## src/rtl/pspi_guest.sv

```systemverilog
// pspi_guest: device-side endpoint of the PSPI persistent-storage link.
// Decodes host frames clocked on sck (synchronized into clk), issues one
// 32-bit read or write on the local memory-request port, acknowledges the
// host and, for reads, returns the word MSB-beat first on miso.
// Optional feature: define PSPI_GUEST_ADDR_CHECK_EN to discard frames whose
// address top byte is not 8'h01; a discarded read returns 32'hFFFFFFFF.
module pspi_guest #(
    parameter int PSPI_WIDTH  = 8,
    parameter int SYNC_STAGES = 2,
    parameter int IDLE_CYC    = 64
) (
    input  logic                  clk,
    input  logic                  rst,
    input  logic                  sck,
    input  logic [PSPI_WIDTH-1:0] mosi,
    output logic [PSPI_WIDTH-1:0] miso,
    output logic                  mreq,
    output logic                  mwe,
    output logic [31:0]           maddr,
    output logic [31:0]           mwdata,
    input  logic                  mready,
    input  logic [31:0]           mrdata,
    output logic                  abort
);
    localparam int BEATS = 32 / PSPI_WIDTH;
    localparam int BW    = (BEATS > 1) ? $clog2(BEATS) : 1;
    localparam int CW    = $clog2(IDLE_CYC + 1);
    localparam logic [BW-1:0]         LAST_BEAT = BW'(BEATS - 1);
    localparam logic [CW-1:0]         CNT_MAX   = CW'(IDLE_CYC);
    localparam logic [CW-1:0]         CNT_FIRE  = CW'(IDLE_CYC - 1);
    localparam logic [PSPI_WIDTH-1:0] ONES      = '1;
    localparam logic [PSPI_WIDTH-1:0] ACK_VAL   = ~(PSPI_WIDTH'(1));

    typedef enum logic [2:0] {
        S_IDLE, S_RDWR, S_ADDR, S_WDATA, S_WAIT, S_ACK, S_RDATA
    } state_t;

    logic [SYNC_STAGES-1:0] sck_sync;
    logic [PSPI_WIDTH-1:0]  mosi_sync [SYNC_STAGES];
    logic                   sck_s, sck_d, rise, fall, timeout, addr_bad;
    logic [PSPI_WIDTH-1:0]  mosi_s;
    logic [CW-1:0]          hi_cnt;
    logic [31:0]            addr_full;

    state_t                state, state_n;
    logic [BW-1:0]         beat, beat_n;
    logic [PSPI_WIDTH-1:0] miso_n;
    logic                  mreq_n, mwe_n, abort_n;
    logic [31:0]           maddr_n, mwdata_n, rshift, rshift_n;
    logic                  ack_on, ack_on_n, abort_pend, abort_pend_n;
    logic                  discard, discard_n;

    // Append one beat at the LSB end of a word (MSB-first wire order).
    function automatic logic [31:0] shift_in(input logic [31:0] w,
                                             input logic [PSPI_WIDTH-1:0] b);
        return (w << PSPI_WIDTH) | 32'(b);
    endfunction

    // Synchronize the asynchronous host lines and keep the previous sck for edge detection.
    always_ff @(posedge clk) begin
        // NOTE: sequential state uses <= so every flop samples pre-edge values; = here would collapse the synchronizer chain.
        if (rst) begin
            // NOTE: the synchronizer array is reset to the bus idle level so leaving reset never fakes an edge or a start bit.
            sck_sync <= '1;
            for (int i = 0; i < SYNC_STAGES; i++) mosi_sync[i] <= '1;
            sck_d    <= 1'b1;
        end else begin
            sck_sync[0]  <= sck;
            mosi_sync[0] <= mosi;
            for (int i = 1; i < SYNC_STAGES; i++) begin
                sck_sync[i]  <= sck_sync[i-1];
                mosi_sync[i] <= mosi_sync[i-1];
            end
            sck_d <= sck_s;
        end
    end

    assign sck_s     = sck_sync[SYNC_STAGES-1];
    assign mosi_s    = mosi_sync[SYNC_STAGES-1];
    assign rise      = sck_s & ~sck_d;
    assign fall      = ~sck_s & sck_d;
    assign addr_full = shift_in(maddr, mosi_s);

`ifdef PSPI_GUEST_ADDR_CHECK_EN
    assign addr_bad = (addr_full[31:24] != 8'h01);
`else
    assign addr_bad = 1'b0;
`endif

    // Count cycles of synchronized sck high; the count saturates so timeout fires once per high period.
    always_ff @(posedge clk) begin
        if (rst || !sck_s) hi_cnt <= '0;
        else if (hi_cnt != CNT_MAX) hi_cnt <= hi_cnt + CW'(1);
    end

    // abort lands exactly IDLE_CYC cycles after the synchronized rise.
    assign timeout = sck_s && (hi_cnt == CNT_FIRE);

    // Frame FSM state and datapath registers.
    always_ff @(posedge clk) begin
        if (rst) begin
            state      <= S_IDLE;
            beat       <= '0;
            miso       <= ONES;
            mreq       <= 1'b0;
            mwe        <= 1'b0;
            maddr      <= '0;
            mwdata     <= '0;
            abort      <= 1'b0;
            ack_on     <= 1'b0;
            abort_pend <= 1'b0;
            discard    <= 1'b0;
            rshift     <= '0;
        end else begin
            state      <= state_n;
            beat       <= beat_n;
            miso       <= miso_n;
            mreq       <= mreq_n;
            mwe        <= mwe_n;
            maddr      <= maddr_n;
            mwdata     <= mwdata_n;
            abort      <= abort_n;
            ack_on     <= ack_on_n;
            abort_pend <= abort_pend_n;
            discard    <= discard_n;
            rshift     <= rshift_n;
        end
    end

    // Next-state and next-register logic, driven by the sck rise/fall events.
    always_comb begin
        // NOTE: every target gets a default first so no path leaves one unassigned (no latches).
        state_n      = state;
        beat_n       = beat;
        miso_n       = miso;
        mreq_n       = mreq;
        mwe_n        = mwe;
        maddr_n      = maddr;
        mwdata_n     = mwdata;
        abort_n      = 1'b0;
        ack_on_n     = ack_on;
        abort_pend_n = abort_pend;
        discard_n    = discard;
        rshift_n     = rshift;
        unique case (state)
            S_IDLE: begin
                miso_n       = ONES;
                ack_on_n     = 1'b0;
                abort_pend_n = 1'b0;
                if (rise && !mosi_s[0]) state_n = S_RDWR;
            end
            S_RDWR: if (rise) begin
                mwe_n     = mosi_s[0];
                beat_n    = '0;
                discard_n = 1'b0;
                state_n   = S_ADDR;
            end
            S_ADDR: if (rise) begin
                maddr_n = addr_full;
                if (beat == LAST_BEAT) begin
                    beat_n    = '0;
                    discard_n = addr_bad;
                    if (mwe) begin
                        state_n = S_WDATA;
                    end else if (addr_bad) begin
                        state_n  = S_ACK;
                        rshift_n = '1;
                    end else begin
                        state_n = S_WAIT;
                        mreq_n  = 1'b1;
                    end
                end else begin
                    beat_n = beat + BW'(1);
                end
            end
            S_WDATA: if (rise) begin
                mwdata_n = shift_in(mwdata, mosi_s);
                if (beat == LAST_BEAT) begin
                    beat_n = '0;
                    if (discard) begin
                        state_n = S_ACK;
                    end else begin
                        state_n = S_WAIT;
                        mreq_n  = 1'b1;
                    end
                end else begin
                    beat_n = beat + BW'(1);
                end
            end
            S_WAIT: begin
                // The backend access always completes before a pending abort takes effect.
                if (mready) begin
                    mreq_n       = 1'b0;
                    rshift_n     = mrdata;
                    abort_pend_n = 1'b0;
                    if (abort_pend || timeout) begin
                        abort_n = 1'b1;
                        miso_n  = ONES;
                        state_n = S_IDLE;
                    end else begin
                        ack_on_n = 1'b0;
                        state_n  = S_ACK;
                    end
                end else if (timeout) begin
                    abort_pend_n = 1'b1;
                end
            end
            S_ACK: if (fall) begin
                // The ack is held from one fall to the next so the host sees it for a full period.
                if (!ack_on) begin
                    miso_n   = ACK_VAL;
                    ack_on_n = 1'b1;
                end else begin
                    ack_on_n = 1'b0;
                    if (mwe) begin
                        miso_n  = ONES;
                        state_n = S_IDLE;
                    end else begin
                        miso_n   = rshift[31 -: PSPI_WIDTH];
                        rshift_n = rshift << PSPI_WIDTH;
                        beat_n   = '0;
                        state_n  = S_RDATA;
                    end
                end
            end
            S_RDATA: begin
                if (fall) begin
                    miso_n   = rshift[31 -: PSPI_WIDTH];
                    rshift_n = rshift << PSPI_WIDTH;
                end
                if (rise) begin
                    if (beat == LAST_BEAT) begin
                        miso_n  = ONES;
                        state_n = S_IDLE;
                    end else begin
                        beat_n = beat + BW'(1);
                    end
                end
            end
            default: state_n = S_IDLE;
        endcase
        if (timeout && state != S_IDLE && state != S_WAIT) begin
            abort_n  = 1'b1;
            miso_n   = ONES;
            beat_n   = '0;
            ack_on_n = 1'b0;
            state_n  = S_IDLE;
        end
    end
endmodule
```

## config.mk

```make
export PLATFORM = sky130hd
export DESIGN_NAME = pspi_guest
export DESIGN_NICKNAME = d
export VERILOG_FILES = /design/src/rtl/pspi_guest.sv
export SDC_FILE = /design/constraint.sdc
export NUM_CORES = 1
export LEC_CHECK = 0
export CAP_MARGIN = 30
export CELL_PAD_IN_SITES_DETAIL_PLACEMENT = 1
export CELL_PAD_IN_SITES_GLOBAL_PLACEMENT = 1
export CORE_ASPECT_RATIO = 2
export CORE_UTILIZATION = 36
export CTS_BUF_LIST = sky130_fd_sc_hd__clkbuf_4
export DETAILED_ROUTE_END_ITERATION = 10
export PLACE_DENSITY_LB_ADDON = 0.3
export SKIP_CTS_REPAIR_TIMING = 1
export SLEW_MARGIN = 40
export SYNTH_ARGS = -nofsm -noshare
export SYNTH_HDL_FRONTEND = slang
export SYNTH_SLANG_ARGS = --single-unit
```

## constraint.sdc

```tcl
create_clock -name clk -period 1.6 [get_ports clk]
set_input_delay 0.32 -clock clk [delete_from_list [all_inputs] [get_ports clk]]
set_output_delay 0.32 -clock clk [all_outputs]
set_load 0.01 [all_outputs]
```

* Word-level counts from Yosys, hierarchy flattened
Memories as Yosys holds them, arrays and structs flattened.
Index checks and enable logic that the tools add are counted.
** Word-level totals
- Register bits after elaboration :: 125
- Bits in writable memories :: 16
- Word-level logic and storage cells :: 155
- Memories kept :: 1
** Memories
- mosi_sync :: depth 2, bits a word 8, rd ports 2, clocked after memory_dff 0, write ports 2, RTL line 39 : logic [PSPI_WIDTH-1:0] mosi_sync [SYNC_STAGES];
** Operators by class
- Add/subtract/negate cells :: 2
- Equality and inequality tests :: 30
- Mux-type cells :: 69
- Bitwise gates (word level) :: 8
- Reductions and logical operators :: 30
** Operator list (number)
- 32-bit 2-to-1 mux :: 5
- 32-bit one-hot mux with 3 select lines :: 1
- 8-bit 2-to-1 mux :: 10
- 32-bit by 8-bit OR with 32-bit output :: 2
- 3-bit 2-to-1 mux :: 14
- 2-bit != test, second input constant :: 18
- 8-bit one-hot mux with 4 select lines :: 1
- 1-bit 2-to-1 mux :: 24
- 3-bit one-hot mux with 7 select lines :: 1
- 2-bit 2-to-1 mux :: 8
- 8-bit AND reduction :: 2
- 4-bit AND reduction :: 3
- 3-bit nonzero test :: 4
- 11-bit AND reduction :: 1
- 3-bit equality test, second input constant :: 3
- 2-bit one-hot mux with 4 select lines :: 1
- 2-bit AND reduction :: 4
- 4-bit nonzero test :: 2
- 7-bit by 1-bit adder with 7-bit output, second input constant :: 1
- 7-bit by 6-bit equality test with 1-bit output, second input constant :: 1
- 7-bit != test, second input constant :: 1
- 3-bit by 2-bit equality test with 1-bit output, second input constant :: 2
- 3-bit != test, second input constant :: 2
- 1-bit one-hot mux with 3 select lines :: 2
- 15 further kinds :: 26

* Logic depth before layout (Yosys ltp)
Gate-level depths: netlist of the first run.
- Word-level depth :: 7
- Depth in mapped cells :: 8

* Worst setup path after synthesis of the first run
OpenSTA, ideal clock, no wires.
- Path kind :: register -> register
- Start :: register hi_cnt[0]
- End :: register miso[6]
- Setup time :: 122 ps
- Arrival time :: 1589 ps
- Required time :: 1478 ps
- Path slack :: -111 ps
- Cell stages (with the launch flop) :: 7
- Path buffers :: 0
- Period minus slack after synthesis :: 1711 ps
- Cell sequence :: dfxtp_1 ha_1 nand3_1 o21ai_1 o221ai_2 and2_0 o32a_1
** On the way
- Word-level cells in the longest chain between the ends :: 5
- Elaborated cells between the ends (all ways) :: 8
- Those cells by class :: eq/ne (2); reduce/logical (6)
** Ends and longest elaborated chain
- start: declaration :: RTL line 42 : logic [CW-1:0] hi_cnt;
- start signal: assignment :: RTL line 93 : else if (hi_cnt != CNT_MAX) hi_cnt <= hi_cnt + CW'(1);
- 7-bit by 6-bit equality test with 1-bit output * :: RTL line 97 : assign timeout = sck_s && (hi_cnt == CNT_FIRE);
- 1-bit logical AND * :: RTL line 97
- 1-bit logical OR or 1-bit logical AND (tied branches) :: RTL line 196, 242
- 2-bit != test (no source line) or 1-bit logical AND (tied branches)
- 4-bit AND reduction (no source line) or 2-bit OR reduction (tied branches)
- end signal: assignment :: RTL line 117 : miso <= miso_n;
- end: declaration :: RTL line 16 : output logic [PSPI_WIDTH-1:0] miso,
Every way passes the cells marked *; elsewhere a longest branch is shown, timed or not.
A chain may end at the register's enable or synchronous reset.

* Final worst setup path of the first run
- Start :: register state[2]
- End :: register miso[6]
** On the way
- Word-level cells in the longest chain between the ends :: 4
- Elaborated cells between the ends (all ways) :: 15
- Those cells by class :: eq/ne (7); mux (1); reduce/logical (7)
** Ends and longest elaborated chain
- start: declaration :: RTL line 45 : state_t state, state_n;
- start signal: assignment :: RTL line 115 : state <= state_n;
- branches (longest 4 deep; another with 4-bit nonzero test)
Parallel ways; which one is timed is not known.

==> flow_summary.yaml, run 1 <==
status:
  status: "finished with violations"
  violations: "setup timing"
drt:
  wl_met1_um: 6520
  dr.pass1.iters: 4
  vias_per_cell: 5.24
  top_layer_used: "met4"
  dr_wl_met3_um: 545
  post-route-drc-count: 0
  drt-total-wl_um: 19800
  wl_per_cell_um: 19.2
  wl_met2_um: 11800
  drt_iter0_markers: 165
  drtAntennaViolNets: 0
  vias: 5411
timing:
  fmax_mhz: 554
  slew_headroom_pct: 71.8
  setup_viol: 42
  hold_slack_ns: 0.191
  post-route-period-util_pct: 113
  slew_viol_final: 0
  tightest_slew_ns: 0.422
  fin_ws_ns: -0.204
  rsz0062_at_grt: "yes"
  finalSetupTns_ns: -4.67
  hold_violations: 0
  worst_clock_skew_ns: 0.0206
  period_needed_ns: 1.80
worst_setup_path:
  cp-startpoint: "state[2]"
  r2r-start: "state[2]"
  crit_fanout: 8
  cp.arrival_ns: 2.27
  crit_type: "flop to flop"
  critPathCapture: "miso[6]"
  cp-end-kind: "flop"
  reg2reg_to: "miso[6]"
  rr_worst_depth: 6
  required_ns: 2.07
  r2r_slack_ns: -0.20
  crit_path_start_kind: "flop"
synthesis:
  synth_warnings: 0
  yosysMostFrequentCell: "nand2_1"
  ys_types: 52
  synth_area_leader_cell: "dfxtp_1"
  synthFlopType: "dfxtp_1"
  ys_seq_area_share_pct: 48.7
  syn_area_um2: 5750
  synth.avg_cell_area_um2: 8.68
  synth_top_area_share_pct: 48.7
  syn_nets: 710
  async_reset_ff_share_pct: 0
  synth-edff-count: 0
  synth_common_cells: "149 x nand2_1, 140 x dfxtp_1, 89 x a21oi_1"
  syn_inst: 663
  ys_ff_latch: 140
  ys_top_cells_by_area: "dfxtp_1 49%, nand2_1 9.7%, a21oi_1 7.7%, mux2i_1 4.3%, buf_4 3.4%"
clock_tree:
  cts_tree: "yes"
  insertion_delay_ns: 0.57
  numCtsBuffers: 17
  clock-sinks: 140
  htree_levels: 4
  cts_root_buf: "clkbuf_4"
  clk_path_buf_depth: 2
  cts.clk_slew.worst_paths_ns: 0.12
grt:
  grt_pass1_wl_um: 26700
  grt_pass1_vias: 5474
  grt_max_degree: 78
  grt_use_total_pct: 20.7
  antenna_found_initial: 1
  grt_overflow: 0
floorplan:
  core_um2: 15700
  ioPinCount: 119
  die_area_um2: 16500
  row_count: 65
  fp.dieH_um: 181
  initial_core_util_pct: 36.7
  die_width_um: 91.4
hold_path:
  min_path_type: "input pin to flop"
flow_run:
  cap_violations: 0
placed_design:
  dpl.hpwl_um: 12500
  globalplace.congestion: 0.884
  port_buffers: 118
  post-place-ws_ns: -0.286
power_and_ir_drop:
  cellPowerDensity_nw_per_um2: 906
  max-vdd-ir-drop_mv: 0.600
  p_leak_uw: 0.00432
final_layout:
  fin_nets: 865
  fillers: 1704
  area_growth_pct: 54.0
  drive_gt1_share_pct: 35.3
## registers in the layout, indices dropped and copies added (netlist names)
| signal | flops |
|---|---|
| mosi_sync | 16 |
| state | 3 |
| ack_on | 1 |
| hi_cnt | 7 |
| miso | 8 |
| rshift | 32 |
| abort | 1 |
| beat | 2 |
| mreq | 1 |
| abort_pend | 1 |
| sck_d | 1 |
| sck_sync | 2 |
| maddr | 32 |
| mwdata | 32 |
| mwe | 1 |
## critical path: stages (launching register included)
cell,delay [ns]
dfxtp_4,0.40
buf_6,0.13
or3_4,0.40
o21ai_4,0.09
o221ai_4,0.16
and2_0,0.19
o32a_1,0.33
## layout by cell type (no fill, tap or decap), types with 4 or more instances in the layout
master | netlist | routed
a211oi_1 | 15 | 5
a211oi_2 | 10 | 20
a21oi_1 | 89 | 74
a21oi_2 | 0 | 15
and2_4 | 0 | 4
buf_12 | 0 | 9
buf_4 | 26 | 47
buf_6 | 5 | 19
clkbuf_16 | 0 | 7
clkbuf_4 | 0 | 17
clkdlybuf4s50_1 | 0 | 42
clkinvlp_4 | 0 | 5
dfxtp_1 | 140 | 100
dfxtp_2 | 0 | 34
dfxtp_4 | 0 | 6
dlymetal6s2s_1 | 0 | 74
inv_1 | 5 | 4
inv_6 | 0 | 4
mux2i_1 | 25 | 15
mux2i_2 | 0 | 7
nand2_1 | 149 | 144
nand2b_1 | 7 | 6
nand3_1 | 14 | 5
nand3_2 | 0 | 7
nor2_1 | 44 | 26
nor2_2 | 0 | 13
nor2_4 | 0 | 5
o21ai_2 | 2 | 5
o32a_1 | 7 | 7
or2_2 | 19 | 19
## cells by family after synthesis
logic type | Yosys count | synth area share (%)
AOI/OAI and AO/OA | 151 | 17.4
xor gates and xnor gates | 5 | 0.761
adders and majority gates | 3 | 0.653
buffers and inverters | 73 | 7.42
DFF | 140 | 48.7
muxes | 25 | 4.35
and+or+nand+nor | 266 | 20.7
## power breakdown
group	leakage [µW]	switching [µW]	internal, µW	total [µW]
Clock	0.000139	1420	942	2360
Combinational	0.00304	957	1010	1960
Sequential	0.00115	114	3590	3700
Total	0.00432	2490	5540	8030
## routing by layer
| metal | up-vias | global-route usage, % |
|---|---|---|
| li1 | 2552 | - |
| met3 | 60 | 3.79 |
| met4 | 0 | 11.9 |
| met1 | 2657 | 18.5 |
| met2 | 142 | 41.4 |
| met5 | - | 0 |
## worst min-delay path by stage
stage	from	end	depth (start not counted)
global route	rst	state[1]	3
floorplan	mosi_sync[0][2]	mosi_sync[0][10]	1
global placement	mosi_sync[0][0]	mosi_sync[0][8]	1
CTS	rst	maddr[15]	3
finish	rst	state[1]	3
detailed placement	mosi_sync[0][3]	mosi_sync[0][11]	1
## cell type report
class                      count  area, µm²  area share, %
multi-input combinational    451       3100           35.0
sequential                   140       2870           32.4
timing repair buffer         201       2310           26.1
tap                          201        251           2.84
clock inverter                15        163           1.84
clock buffer                  17        128           1.44
inverter                       7       31.3          0.353
antenna                        1       2.50         0.0282
## metrics by stage
step	power [µW]	util, %	instances	instance area (µm²)
3_5_place_dp	5090	46.6	972	7310
6_report	8030	56.5	1033	8860
3_3_place_gp	5040	46.6	972	7310
2_1_floorplan	4530	-	663	5770
4_1_cts	7440	48.4	1004	7600
5_1_grt	8370	56.5	1033	8860
Note: power is estimated with default switching activity, not from simulation.
==> run 2, diff against run 1 <==
--- a/config.mk
+++ b/config.mk
@@ -12,6 +12,7 @@
 export CORE_UTILIZATION = 36
 export CTS_BUF_LIST = sky130_fd_sc_hd__clkbuf_4
 export DETAILED_ROUTE_END_ITERATION = 10
+export HOLD_SLACK_MARGIN = 0.03
 export PLACE_DENSITY_LB_ADDON = 0.3
 export SKIP_CTS_REPAIR_TIMING = 1
 export SLEW_MARGIN = 40
==> results of run 2 <==
Final layout, timing and power as in run 1 (identical DEF).
==> run 3, diff against run 2 <==
--- a/config.mk
+++ b/config.mk
@@ -14,7 +14,6 @@
 export DETAILED_ROUTE_END_ITERATION = 10
 export HOLD_SLACK_MARGIN = 0.03
 export PLACE_DENSITY_LB_ADDON = 0.3
-export SKIP_CTS_REPAIR_TIMING = 1
 export SLEW_MARGIN = 40
 export SYNTH_ARGS = -nofsm -noshare
 export SYNTH_HDL_FRONTEND = slang
==> constraint.sdc (replaced) <==
create_clock -name clk -period 1.6 [get_ports clk]
set_input_delay 0.32 -clock clk [delete_from_list [all_inputs] [get_ports clk]]
set_output_delay 0.32 -clock clk [all_outputs]
set_load 0.02 [all_outputs]
==> flow_summary.yaml, run 3 (synthesized netlist as in run 1, its figures left out) <==
drt:
  wl_per_cell_um: 20.7
  vias_per_cell: 5.27
  post-route-drc-count: 0
  dr.pass1.iters: 4
  drt-total-wl_um: 21800
  drt_iter0_markers: 135
  drtAntennaViolNets: 0
  top_layer_used: "met4"
  wl_met2_um: 12900
  dr_wl_met3_um: 577
  wl_met1_um: 7120
  vias: 5544
clock_tree:
  cts_tree: "yes"
  cts_root_buf: "clkbuf_4"
  clock-sinks: 140
  clk_path_buf_depth: 2
  numCtsBuffers: 17
  ctsHoldBuffers: 0
  insertion_delay_ns: 0.58
  cts.clk_slew.worst_paths_ns: 0.13
  htree_levels: 4
timing:
  post-route-period-util_pct: 117
  setup_viol: 94
  finalSetupTns_ns: -14.55
  rsz0062_at_grt: "yes"
  fmax_mhz: 532
  worst_clock_skew_ns: 0.0185
  tightest_slew_ns: 0.483
  hold_violations: 0
  slew_viol_final: 0
  period_needed_ns: 1.88
  slew_headroom_pct: 67.8
  hold_slack_ns: 0.229
  fin_ws_ns: -0.279
power_and_ir_drop:
  p_leak_uw: 0.00363
  max-vdd-ir-drop_mv: 0.576
  total_power_uw: 8490
  cellPowerDensity_nw_per_um2: 920
final_layout:
  fillers: 1704
  final_cell_mix: "107 x nand2_1, 87 x dfxtp_1, 63 x buf_4"
  reg_top3: "maddr x32, mwdata x32, rshift x32"
  area_growth_pct: 60.3
  fin_nets: 883
  drive_gt1_share_pct: 53.1
  final_core_util_pct: 58.8
  layout_commonest_cell: "nand2_1"
worst_setup_path:
  crit_fanout: 8
  critical-path-max-stage-delay_ns: 0.40
  cp_cell_sequence: "buf_6 -> buf_4 -> buf_6 -> and2b_2 -> buf_12 -> nand3_4 -> buf_12 -> buf_16 -> nand2_1 -> a21oi_1"
  worst_path_max_delay_cell: "dfxtp_4"
  crit_path_start_kind: "flop"
  cp-end-kind: "flop"
  critPathBufInv: 6
  crit_family: "buffers and inverters"
  required_ns: 2.05
  crit_type: "flop to flop"
  cp.arrival_ns: 2.33
floorplan:
  die_width_um: 91.4
  initial_core_util_pct: 36.7
  row_count: 65
  die_area_um2: 16500
  ioPinCount: 119
  fp.dieH_um: 181
  core_um2: 15700
placed_design:
  port_buffers: 118
  globalplace.congestion: 0.885
  post-place-ws_ns: -0.372
  dpl.hpwl_um: 12000
status:
  status: "finished with violations"
  violations: "setup timing"
grt:
  antenna_found_initial: 1
  grt_max_degree: 70
  grt_pass1_wl_um: 32400
  grt_use_total_pct: 25.7
  grt_overflow: 0
  grt_pass1_vias: 6167
hold_path:
  min_path_type: "input pin to flop"
flow_run:
  cap_violations: 0
run 3: cell types whose count changed in the layout (fill, tap and decap cells not counted), sizes merged:
cell and delta:
a22o -1, buf +41, bufinv +2, clkbuf +16, clkdlybuf4s15 +36, clkinv +2
clkinvlp -2, dlymetal6s2s -74, inv -2
run 3: per-stage QoR:
stage | cells | cell area, µm²
2_1_floorplan | 663 | 5770
3_3_place_gp | 970 | 7310
3_5_place_dp | 970 | 7310
4_1_cts | 1038 | 8860
5_1_grt | 1051 | 9220
6_report | 1051 | 9220
run 3: final cells by class:
class	instances	area (µm²)	area share [%]
Antenna cell	1	2.50	0.0271
Multi-Input combinational cell	450	3440	37.3
Sequential cell	140	2890	31.4
Inverter	7	26.3	0.285
Tap cell	201	251	2.73
Clock buffer	17	128	1.38
Clock inverter	15	196	2.13
Timing Repair Buffer	220	2290	24.8
run 3: worst paths after layout:
kind / startpoint / to / slack (ns) / cells after the start
setup reg to reg: state[2] / mwdata[29] / -0.28 / 10
hold reg to reg: mosi_sync[0][3] / mosi_sync[0][11] / 0.43 / 1
setup / recovery: state[2] / mwdata[29] / -0.28 / 10
hold / removal: rst / mwe / 0.23 / 3
run 3: per-layer routing:
layer  track usage (%)  vias to the layer above
met5                 0                        -
met4              15.8                        0
met3              3.54                       70
met2              51.3                      147
met1              23.4                     2741
li1                  -                     2586
run 3: worst register-to-register path: cells and delay by family (launching register included):
family	cells	cell delay [ns]
buffers and inverters	6	0.84
and+or+nand+nor	3	0.44
DFF	1	0.40
AOI/OAI and AO/OA	1	0.08
run 3: report_power, final:
part	total, µW	switching [µW]	leakage [µW]	internal [µW]
Sequential	3720	138	0.00116	3580
Combinational	2110	1060	0.00231	1050
Clock	2650	1420	0.000166	1240
run 3: repair_timing:
action                                  CTS  global route
endpoints found under the setup margin  185           163
hold endpoints to repair                  0             0
gates resized for setup                 358           200
setup buffers                            24            16
cloned                                   13             3
pin swaps                                57            56
